--- src/rtl/blackjack_input_conditioner.sv ---
`default_nettype none
// ============================================================================
// Module   : blackjack_input_conditioner
// Purpose  : Board-level front end for the blackjack game core. It
//            synchronises, debounces and edge-detects the raw Basys 3
//            buttons and switches. It produces one-hot, single-cycle action
//            pulses and clean split/bet levels.
// Ports    : clk, reset (sync, active-high)
//            btn_next/hit/stand/double, sw_split, sw_bet[3:0] - raw inputs
//            round_done   - game core Win|Lose|Draw level (bet lock only)
//            next/hit/stand/double_pulse - one pulse per accepted press
//            split_level  - debounced split switch
//            bet_value    - debounced (or locked) bet, 0..15
//            bet_valid    - bet_value != 0
//            bet_locked   - bet frozen for the current round
// Options  : `define BET_LOCK_EN to freeze the bet from a "next" press until
//            round_done. Without it, bet_locked is 0 and round_done is
//            ignored.
// Revision : 1.0 - initial release
// ============================================================================
module blackjack_input_conditioner #(
    parameter int DEBOUNCE_CYCLES = 1000000,
    parameter int SYNC_STAGES     = 2
) (
    input  logic       clk,
    input  logic       reset,
    input  logic       btn_next,
    input  logic       btn_hit,
    input  logic       btn_stand,
    input  logic       btn_double,
    input  logic       sw_split,
    input  logic [3:0] sw_bet,
    input  logic       round_done,
    output logic       next_pulse,
    output logic       hit_pulse,
    output logic       stand_pulse,
    output logic       double_pulse,
    output logic       split_level,
    output logic [3:0] bet_value,
    output logic       bet_valid,
    output logic       bet_locked
);

    localparam int                 c_NUM_CH   = 9;
    localparam int                 c_CNT_W    = $clog2(DEBOUNCE_CYCLES + 1);
    localparam logic [c_CNT_W-1:0] c_CNT_LAST = c_CNT_W'(DEBOUNCE_CYCLES - 1);

    // Channel map: 0 next, 1 hit, 2 stand, 3 double, 4 split, 8:5 bet
    logic [c_NUM_CH-1:0] w_raw;
    logic [c_NUM_CH-1:0] w_stable;

    assign w_raw = {sw_bet, sw_split, btn_double, btn_stand, btn_hit, btn_next};

    for (genvar g = 0; g < c_NUM_CH; g++) begin : g_chan
        logic [SYNC_STAGES-1:0] r_sync;
        logic [c_CNT_W-1:0]     r_cnt;
        logic                   r_stable;

        // The counter only runs while the synced level disagrees with the
        // accepted level. The D-th consecutive disagreeing cycle commits the
        // change, so the counter never exceeds DEBOUNCE_CYCLES-1.
        always_ff @(posedge clk) begin
            if (reset) begin
                r_sync   <= '0;
                r_cnt    <= '0;
                r_stable <= 1'b0;
            end else begin
                r_sync <= {r_sync[SYNC_STAGES-2:0], w_raw[g]};
                if (r_sync[SYNC_STAGES-1] == r_stable) begin
                    r_cnt <= '0;
                end else if (r_cnt == c_CNT_LAST) begin
                    r_stable <= r_sync[SYNC_STAGES-1];
                    r_cnt    <= '0;
                end else begin
                    r_cnt <= r_cnt + 1'b1;
                end
            end
        end

        assign w_stable[g] = r_stable;
    end

    // ------------------------------------------------------------------
    // Button rise detect and fixed-priority arbitration.
    // A losing rise is simply dropped. Because a rise is only one cycle
    // wide, the loser cannot fire again until it is released and pressed
    // again.
    // ------------------------------------------------------------------
    logic [3:0] r_btn_d;
    logic [3:0] w_rise;
    logic [3:0] w_grant;
    logic [3:0] r_pulse;   // {double, stand, hit, next}

    assign w_rise = w_stable[3:0] & ~r_btn_d;

    always_comb begin
        w_grant = 4'b0000;
        if (w_rise[0])      w_grant[0] = 1'b1;   // next
        else if (w_rise[2]) w_grant[2] = 1'b1;   // stand
        else if (w_rise[3]) w_grant[3] = 1'b1;   // double
        else if (w_rise[1]) w_grant[1] = 1'b1;   // hit
    end

    always_ff @(posedge clk) begin
        if (reset) begin
            r_btn_d <= 4'b0000;
            r_pulse <= 4'b0000;
        end else begin
            r_btn_d <= w_stable[3:0];
            r_pulse <= w_grant;
        end
    end

    assign next_pulse   = r_pulse[0];
    assign hit_pulse    = r_pulse[1];
    assign stand_pulse  = r_pulse[2];
    assign double_pulse = r_pulse[3];
    assign split_level  = w_stable[4];

    logic [3:0] w_bet_live;
    assign w_bet_live = w_stable[8:5];

`ifdef BET_LOCK_EN
    typedef enum logic [0:0] {
        ST_UNLOCKED = 1'b0,
        ST_LOCKED   = 1'b1
    } lock_state_t;

    lock_state_t r_state;
    lock_state_t w_state_nxt;
    logic [3:0]  r_bet_hold;
    logic [3:0]  w_bet_hold_nxt;

    always_ff @(posedge clk) begin
        if (reset) begin
            r_state    <= ST_UNLOCKED;
            r_bet_hold <= 4'd0;
        end else begin
            r_state    <= w_state_nxt;
            r_bet_hold <= w_bet_hold_nxt;
        end
    end

    // The bet is captured in the pulse cycle, so the locked value is the
    // value the player saw when pressing "next".
    always_comb begin
        w_state_nxt    = r_state;
        w_bet_hold_nxt = r_bet_hold;
        case (r_state)
            ST_UNLOCKED: begin
                if (r_pulse[0] && (w_bet_live != 4'd0) && !round_done) begin
                    w_state_nxt    = ST_LOCKED;
                    w_bet_hold_nxt = w_bet_live;
                end
            end
            ST_LOCKED: begin
                if (round_done) begin
                    w_state_nxt = ST_UNLOCKED;
                end
            end
            default: w_state_nxt = ST_UNLOCKED;
        endcase
    end

    assign bet_locked = (r_state == ST_LOCKED);
    assign bet_value  = (r_state == ST_LOCKED) ? r_bet_hold : w_bet_live;
`else
    logic w_unused_round_done;
    assign w_unused_round_done = round_done;

    assign bet_locked = 1'b0;
    assign bet_value  = w_bet_live;
`endif

    assign bet_valid = (bet_value != 4'd0);

endmodule
`default_nettype wire

--- config.mk ---
export PLATFORM = sky130hd
export DESIGN_NAME = blackjack_input_conditioner
export DESIGN_NICKNAME = d
export VERILOG_FILES = /design/src/rtl/blackjack_input_conditioner.sv
export SDC_FILE = /design/constraint.sdc
export NUM_CORES = 1
export LEC_CHECK = 0
export BUFFER_PORTS_ARGS = -buffer_cell sky130_fd_sc_hd__buf_2
export CORE_UTILIZATION = 62
export DETAILED_ROUTE_END_ITERATION = 16
export HOLD_SLACK_MARGIN = 0.12
export PLACE_DENSITY_LB_ADDON = 0.05
export SYNTH_ARGS = -nofsm -noshare
export SYNTH_HDL_FRONTEND = slang
export SYNTH_SLANG_ARGS = --single-unit
--- constraint.sdc ---
create_clock -name clk -period 2.5 [get_ports clk]
set_clock_uncertainty 0.1 [all_clocks]
set_input_delay 0.25 -clock clk [delete_from_list [all_inputs] [get_ports clk]]
set_output_delay 0.25 -clock clk [all_outputs]
set_load 0.02 [all_outputs]
==> impl_results.md, run 1 <==
* CTS Sinks at 215
* Num rows at 44
* Root Driver: clkbuf_16
* Synth Flop Type: dfxtp_1
* RSZ-0062 raised after global routing: no
* Tcrit/Tclk final at around nine tenths
* Mux cell area share after synthesis at 0%
* Area fraction of the dominant cell type after synthesis at 46.42%
* Vias per cell at 5.673
* GPL Wtd Cong at 0.7586
* Worst-Skew Late Latency at 0.49 ns
* Die Span X at around 120 microns
* CP Class: reg2reg
* Cell variety after synth at 44
* Max FO, Critical Path at 19
* IO Pins at 23
* Switching Fraction at 19.61%
* Most frequent cells in the layout: dfxtp_1 (215), nor2_1 (127), nand3_1 (73)
* Port bufs at 20
* Main combinational cell family by area after synthesis: simple AND/OR/NAND/NOR gates
* Vias in the first global route at 6,791
* Post-route DRC at 0
* CP startpoint kind: flip-flop
* Routed len/inst at 13.07 microns
* Synthesized area at a little over 9000 sq um
* Initial antenna violation count at 0
* Clock power share at 48.9%
* First-pass iteration count of the detailed router at 7
* Overflow after GRT at 0
* Initial core utilization at 63.55%
* WHS Path Cells at 1
* Worst path max stage delay at ~0.56 ns
* PwrDens at 666.1 nW/um^2
* Crit path max-delay family: simple AND/OR/NAND/NOR gates
* Sequential power share at 49.7%
* Hold Path End: r_pulse[1]$_SDFF_PP0_
* Slowest CP cell: or4_4
* Nets at 1,115
* Max Freq at approximately 440 MHz
* Net Switching at 0.001363 W
* HP Class: reg2reg
* Worst-margin pin slew at 0.6033 ns
* Synth Area in Compound Gates at around 9%
* Worst-path cell chain: or4b_1 -> or4_4 -> o21ai_4 -> nor2_1
* LEAKAGE at 3.206 nW
* Placed cell areas at 9563 sq um
* Setup-failing EPs final at 0
* TritonCTS clock tree: yes
* Ys Warns at 0
* Post-route cell area at around 10,000 sq um
* Async set-reset flop share out of synthesis at 0%
* Synth-to-Final Area Change at 12.58%
* Pin count of the biggest net entering global routing at 24
* H-Tree Depth at 1
* Synth Area in XOR/XNOR at 10.67%
* Critical R2R Launch: g_chan[2].r_cnt[8]$_SDFF_PP0_
* Worst VDD drop at 0.5955 mV
* Post-Synthesis Cells at 1,056
* EDFF count, synth at 0
* Pre-CTS setup slack at roughly 0.26 ns
* Number of post-CTS setup repair buffers at 0
* Die H at 124.3 microns
* Total negative slack at 0 ns
* Internal power at 0.005589 W
* Routed Antenna Nets at 0
* Num CTS Buffers at 23
* Max cap viols at 0
* Post-Synth Simple-Gate Area at 29.57%
* Most common cell after layout, fill and taps aside: dfxtp_1
* Worst hold start: r_btn_d[1]$_SDFF_PP0_
* Adder-cell share of the synthesized area at 1.215%
* 1st-iter DRT viols at 345
* Post-synth top area cell: dfxtp_1
* Worst R2R Path Depth at 4
* Crit path required time at 2.75 ns
* Antenna diodes at 0
* First-pass GRT wire length at ~30,000 microns
* Mean cell area of the mapped netlist at 8.780 sq um
* Combinational share of power at 1.4%
* CP Data Arrival Time at ~2.5 ns
* Yosys reg bits at about 220
* Final WS setup at 0.2332 ns
* Gr usage total at 21.92%
* Via Count at 7,324
* Core Area at 14,590 sq um
* WP buf/inv at 0
* Max-slew headroom at 59.41%
* Layout cells sized above 1 at 7.678%
* Status: finished, final reports clean
* Reg clk slew, reported paths at approximately 0.06 ns
* Post-CTS Hold Buffers at 11
* R2r endpoint: g_chan[2].r_cnt[5]$_SDFF_PP0_
* Die Area at 15,450 sq um
* Reg-to-reg slack, setup at 0.23 ns
* Fin. Hold Viols at 0
* Area contributors post-synth: dfxtp_1 (46%), xnor2_1 (5.8%), nor2_1 (5.1%)
* Syn nets at ~1,100
* Seq/Total Area, Yosys at 46.42%
* Tmin final at 2.267 ns
* Slew Viols, Final at 0
* Endpoint class of the critical path: flip-flop
* Clock buffer depth at 3
* Hpwl dp at 11,100 microns
* # resized after CTS at 0
* WL final at 16,870 microns
==> worst register-to-register path: stages, from the launching register on <==
cell and delay [ns]:
dfxtp_1 0.38, or4b_1 0.54, or4_4 0.56, o21ai_4 0.44, nor2_1 0.12
==> registers in the layout (all words and copies together), names as in the netlist <==
name and count:
g_chan.r_cnt 180, g_chan.r_stable 8, split_level 1, r_pulse 4, g_chan.r_sync 18, r_btn_d 4
==> kinds of logic (layout without fill, tap and decap cells) <==
group                    count (synthesis)  count (layout)
AND/OR/NAND/NOR                        501             501
buffers and inverters                   73             124
AO/OA/AOI/OAI                          144             144
adder cells (fa/ha/maj)                  9               9
XOR/XNOR                               113             113
flip-flops                             215             215
other                                    1               1
==> worst max-delay path by stage <==
| stage | cells after the start | slack (ns) | end | start |
|---|---|---|---|---|
| final | 4 | 0.23 | g_chan[2].r_cnt[5]$_SDFF_PP0_ | g_chan[2].r_cnt[8]$_SDFF_PP0_ |
| after global routing | 5 | 0.09 | g_chan[6].r_cnt[18]$_SDFF_PP0_ | g_chan[6].r_cnt[0]$_SDFF_PP0_ |
| after CTS | 4 | 0.23 | g_chan[2].r_cnt[5]$_SDFF_PP0_ | g_chan[2].r_cnt[13]$_SDFF_PP0_ |
| after detailed placement | 4 | 0.26 | g_chan[2].r_cnt[13]$_SDFF_PP0_ | g_chan[2].r_cnt[12]$_SDFF_PP0_ |
| after global placement | 4 | 0.28 | g_chan[2].r_cnt[12]$_SDFF_PP0_ | g_chan[2].r_cnt[12]$_SDFF_PP0_ |
| after floorplan | 6 | 0.43 | g_chan[6].r_cnt[18]$_SDFF_PP0_ | g_chan[6].r_cnt[0]$_SDFF_PP0_ |
==> per-stage QoR <==
stage	total power, W	utilization, %	hold slack [ns]	std cells
3_5_place_dp	0.003613	65.55	0.3173	1242
3_3_place_gp	0.003611	65.55	0.3095	1242
5_1_grt	0.007187	71.54	0.3262	1291
4_1_cts	0.007038	71.54	0.3249	1291
2_1_floorplan	0.003581	-	0.2743	1056
6_report	0.006952	71.54	0.3159	1291
==> power groups by stage <==
stage	sequential, W	clock, W	combinational (W)
5_1_grt	0.00345	0.00363	0.000106
3_3_place_gp	0.00353	0	0.0000815
6_report	0.00345	0.00340	0.0000950
2_1_floorplan	0.00353	0	0.0000541
4_1_cts	0.00345	0.00349	0.0000957
3_5_place_dp	0.00353	0	0.0000827
==> cells in the mapped netlist (6+ instances only) <==
cell type  number
dfxtp_1       215
nor2_1        127
nand3_1        73
a21oi_1        66
xnor2_1        61
xor2_1         52
nand2_1        47
or3_1          44
o21ai_0        42
inv_1          39
nand4_1        38
or4_1          30
nor2b_1        25
clkbuf_1       23
o31ai_1        23
nor3_1         21
and3_1         19
nor4_1         19
nor4b_1        16
and4_1         10
ha_1            9
and2_1          6
==> metal layers <==
layer | global-route usage [%] | vias to the layer above | part of all wire (%)
li1 | - | 3813 | -
met1 | 28.84 | 3419 | 48
met4 | 5.528 | 0 | 1.9
met5 | 0 | - | 0
met3 | 3.308 | 27 | 2.4
met2 | 37.60 | 65 | 47
==> layout make-up <==
class                   count  area, sq um
multi-input cells         768         4662
clock inverters             9        126.4
fillers                  1184         4151
inverters                  39        146.4
repair buffers             47        330.3
clock buffers              29        638.1
flip-flops and latches    215         4304
well taps                 184        230.2
Power figures use the tool's default switching activity.
==> run 2: changes to the inputs <==
--- a/config.mk
+++ b/config.mk
@@ -6,7 +6,7 @@
 export NUM_CORES = 1
 export LEC_CHECK = 0
 export BUFFER_PORTS_ARGS = -buffer_cell sky130_fd_sc_hd__buf_2
-export CORE_UTILIZATION = 62
+export CORE_UTILIZATION = 30
 export DETAILED_ROUTE_END_ITERATION = 16
 export HOLD_SLACK_MARGIN = 0.12
 export PLACE_DENSITY_LB_ADDON = 0.05
==> run 2 against run 1 <==
  * Utilization is 36 points lower
  * Highest routed layer unchanged
  * Clock power is 5% higher
  * First-iteration DRC count is 12% lower
  * Cell count is 17% higher
  * Sequential cell count stayed put
==> impl_results.md, run 2 (synthesized netlist as in run 1, its figures left out) <==
* Max cap viols at 0
* First-pass iteration count of the detailed router at 4
* Reg with most FFs: g_chan.r_cnt
* CP startpoint kind: flip-flop
* Reg-to-reg slack, setup at 0.29 ns
* Nets at 1,123
* Post-route DRC at 0
* H-Tree Depth at 1
* Combinational share of power at 1.3%
* RSZ-0062 raised after global routing: no
* CP Class: reg2reg
* Clock power share at 50.1%
* TritonCTS clock tree: yes
* Port bufs at 20
* Pin count of the biggest net entering global routing at 21
* Worst-Skew Late Latency at 0.52 ns
* CP Data Arrival Time at 2.56 ns
* Most frequent cells in the layout: dfxtp_1 (215), nor2_1 (127), nand3_1 (73)
* Overflow after GRT at 0
* Layout cells sized above 1 at under 10%
* CP endpoint: g_chan[6].r_cnt[18]$_SDFF_PP0_
* First-pass GRT wire length at 32,840 microns
* LEAKAGE at 3.260 nW
* Max Freq at 451.7 MHz
* Die Span X at 177.8 microns
* Routed len/inst at 12.60 microns
* Status: finished, final reports clean
* Root Driver: clkbuf_16
* Vias per cell at between 4 and 5
* Gr usage total at 12.31%
* Setup-failing EPs final at 0
* CTS Sinks at 215
* Hpwl dp at 12,640 microns
* Worst-margin pin slew at between 0.6 and 0.7 ns
* Worst VDD drop at 0.4517 mV
* Vias in the first global route at 6,820
* 1st-iter DRT viols at 303
* Pre-CTS setup slack at approximately 0.28 ns
* Max-slew headroom at around three fifths
* PwrDens at about 660 nW/um^2
* Die H at 177.8 microns
* Internal power at 0.005637 W
* Top flop regs: g_chan.r_cnt x180, g_chan.r_sync x18, g_chan.r_stable x8
* R2r endpoint: g_chan[6].r_cnt[18]$_SDFF_PP0_
* Net Switching at approximately 0.0015 W
* Number of post-CTS setup repair buffers at 0
* Final Total Pwr at 0.007120 W
* Clock buffer depth at 3
* Switching Fraction at 20.83%
* Via Count at approximately 7,200
* Most common cell after layout, fill and taps aside: dfxtp_1
* Setup crit start: g_chan[6].r_cnt[0]$_SDFF_PP0_
* Num CTS Buffers at 26
* Antenna diodes at 0
* Routed Antenna Nets at 0
* Initial core utilization at 30.87%
* Crit path required time at between 2 and 3 ns
* Endpoint class of the critical path: flip-flop
* GPL Wtd Cong at 0.7179
* Core Area at 30,030 sq um
* Reg clk slew, reported paths at 0.06 ns
* Fin. Hold Viols at 0
* Final WS setup at 0.2859 ns
* Tmin final at 2.214 ns
* Die Area at between 30,000 and 40,000 sq um
* Slew Viols, Final at 0
* Tcrit/Tclk final at 88.56%
* Max FO, Critical Path at 7
* Sequential power share at between 40% and 50%
* Total negative slack at 0 ns
* Synth-to-Final Area Change at 16.46%
* Num rows at 63
* Max FFs per register at between 150 and 200
* IO Pins at 23
* Worst R2R Path Depth at 5
* Worst hold start: r_btn_d[1]$_SDFF_PP0_
* Final Instance Count excl. Fillers at roughly 1,500
* Initial antenna violation count at 0
* Critical R2R Launch: g_chan[6].r_cnt[0]$_SDFF_PP0_
* Placed Cells incl. Taps at 1,454
* WL final at 19,040 microns
* HP Class: reg2reg
[run 2: cell types whose count changed in the layout (fill, tap and decap cells not counted), moves of 2 or more]
cell,delta
clkbuf_8,+2
clkbuf_16,+4
bufinv_16,-3
buf_4,+5
clkbuf_1,+7
[run 2: cell type report]
class	instances	area (sq um)
clock inverters	5	27.53
repair buffers	52	377.9
fillers	3119	19230
well taps	390	488.0
inverters	39	146.4
flip-flops and latches	215	4304
clock buffers	42	792.0
multi-input cells	768	4662
[run 2: worst max-delay path: stages (launching register included)]
cell	delay, ns
dfxtp_1	0.36
ha_1	0.24
nand2_1	0.12
or4_1	0.67
or4_1	0.51
a21oi_1	0.15
[run 2: through the flow]
step	hold WS [ns]	utilization [%]	cell area (sq um)
after floorplan	0.2743	-	9271
after global placement	0.3172	32.89	9878
after detailed placement	0.3206	32.89	9878
after CTS	0.3350	35.95	10800
after global routing	0.3336	35.95	10800
final	0.3198	35.95	10800
[run 2: layer usage]
| metal | global-route usage [%] | routed length (microns) | vias up |
|---|---|---|---|
| met4 | 3.561 | 351 | 0 |
| met2 | 19.58 | 8122 | 56 |
| met1 | 16.79 | 9888 | 3271 |
| met3 | 2.399 | 678 | 24 |
| met5 | 0 | 0 | - |
| li1 | - | - | 3845 |
[run 2: how the worst min path moves through the flow]
| stage | end | slack [ns] | cells past startpoint |
|---|---|---|---|
| floorplan | r_pulse[1]$_SDFF_PP0_ | 0.27 | 1 |
| global placement | r_pulse[1]$_SDFF_PP0_ | 0.32 | 1 |
| detailed placement | r_pulse[1]$_SDFF_PP0_ | 0.32 | 1 |
| CTS | r_pulse[1]$_SDFF_PP0_ | 0.33 | 1 |
| global route | r_pulse[1]$_SDFF_PP0_ | 0.33 | 1 |
| finish | r_pulse[1]$_SDFF_PP0_ | 0.32 | 1 |
[run 2: what timing repair did]
item | in CTS | in global routing
hold buffers | 10 | 0
hold endpoints to repair | 11 | 0
endpoints found under the setup margin | 0 | 0
gates resized for setup | 0 | 0
[run 2: power by group through the flow]
stage,clock [W],sequential [W],combinational [W]
6_report,0.00357,0.00346,0.0000952
5_1_grt,0.00388,0.00345,0.000108
2_1_floorplan,0,0.00353,0.0000541
4_1_cts,0.00373,0.00345,0.0000999
3_3_place_gp,0,0.00353,0.0000884
3_5_place_dp,0,0.00353,0.0000880
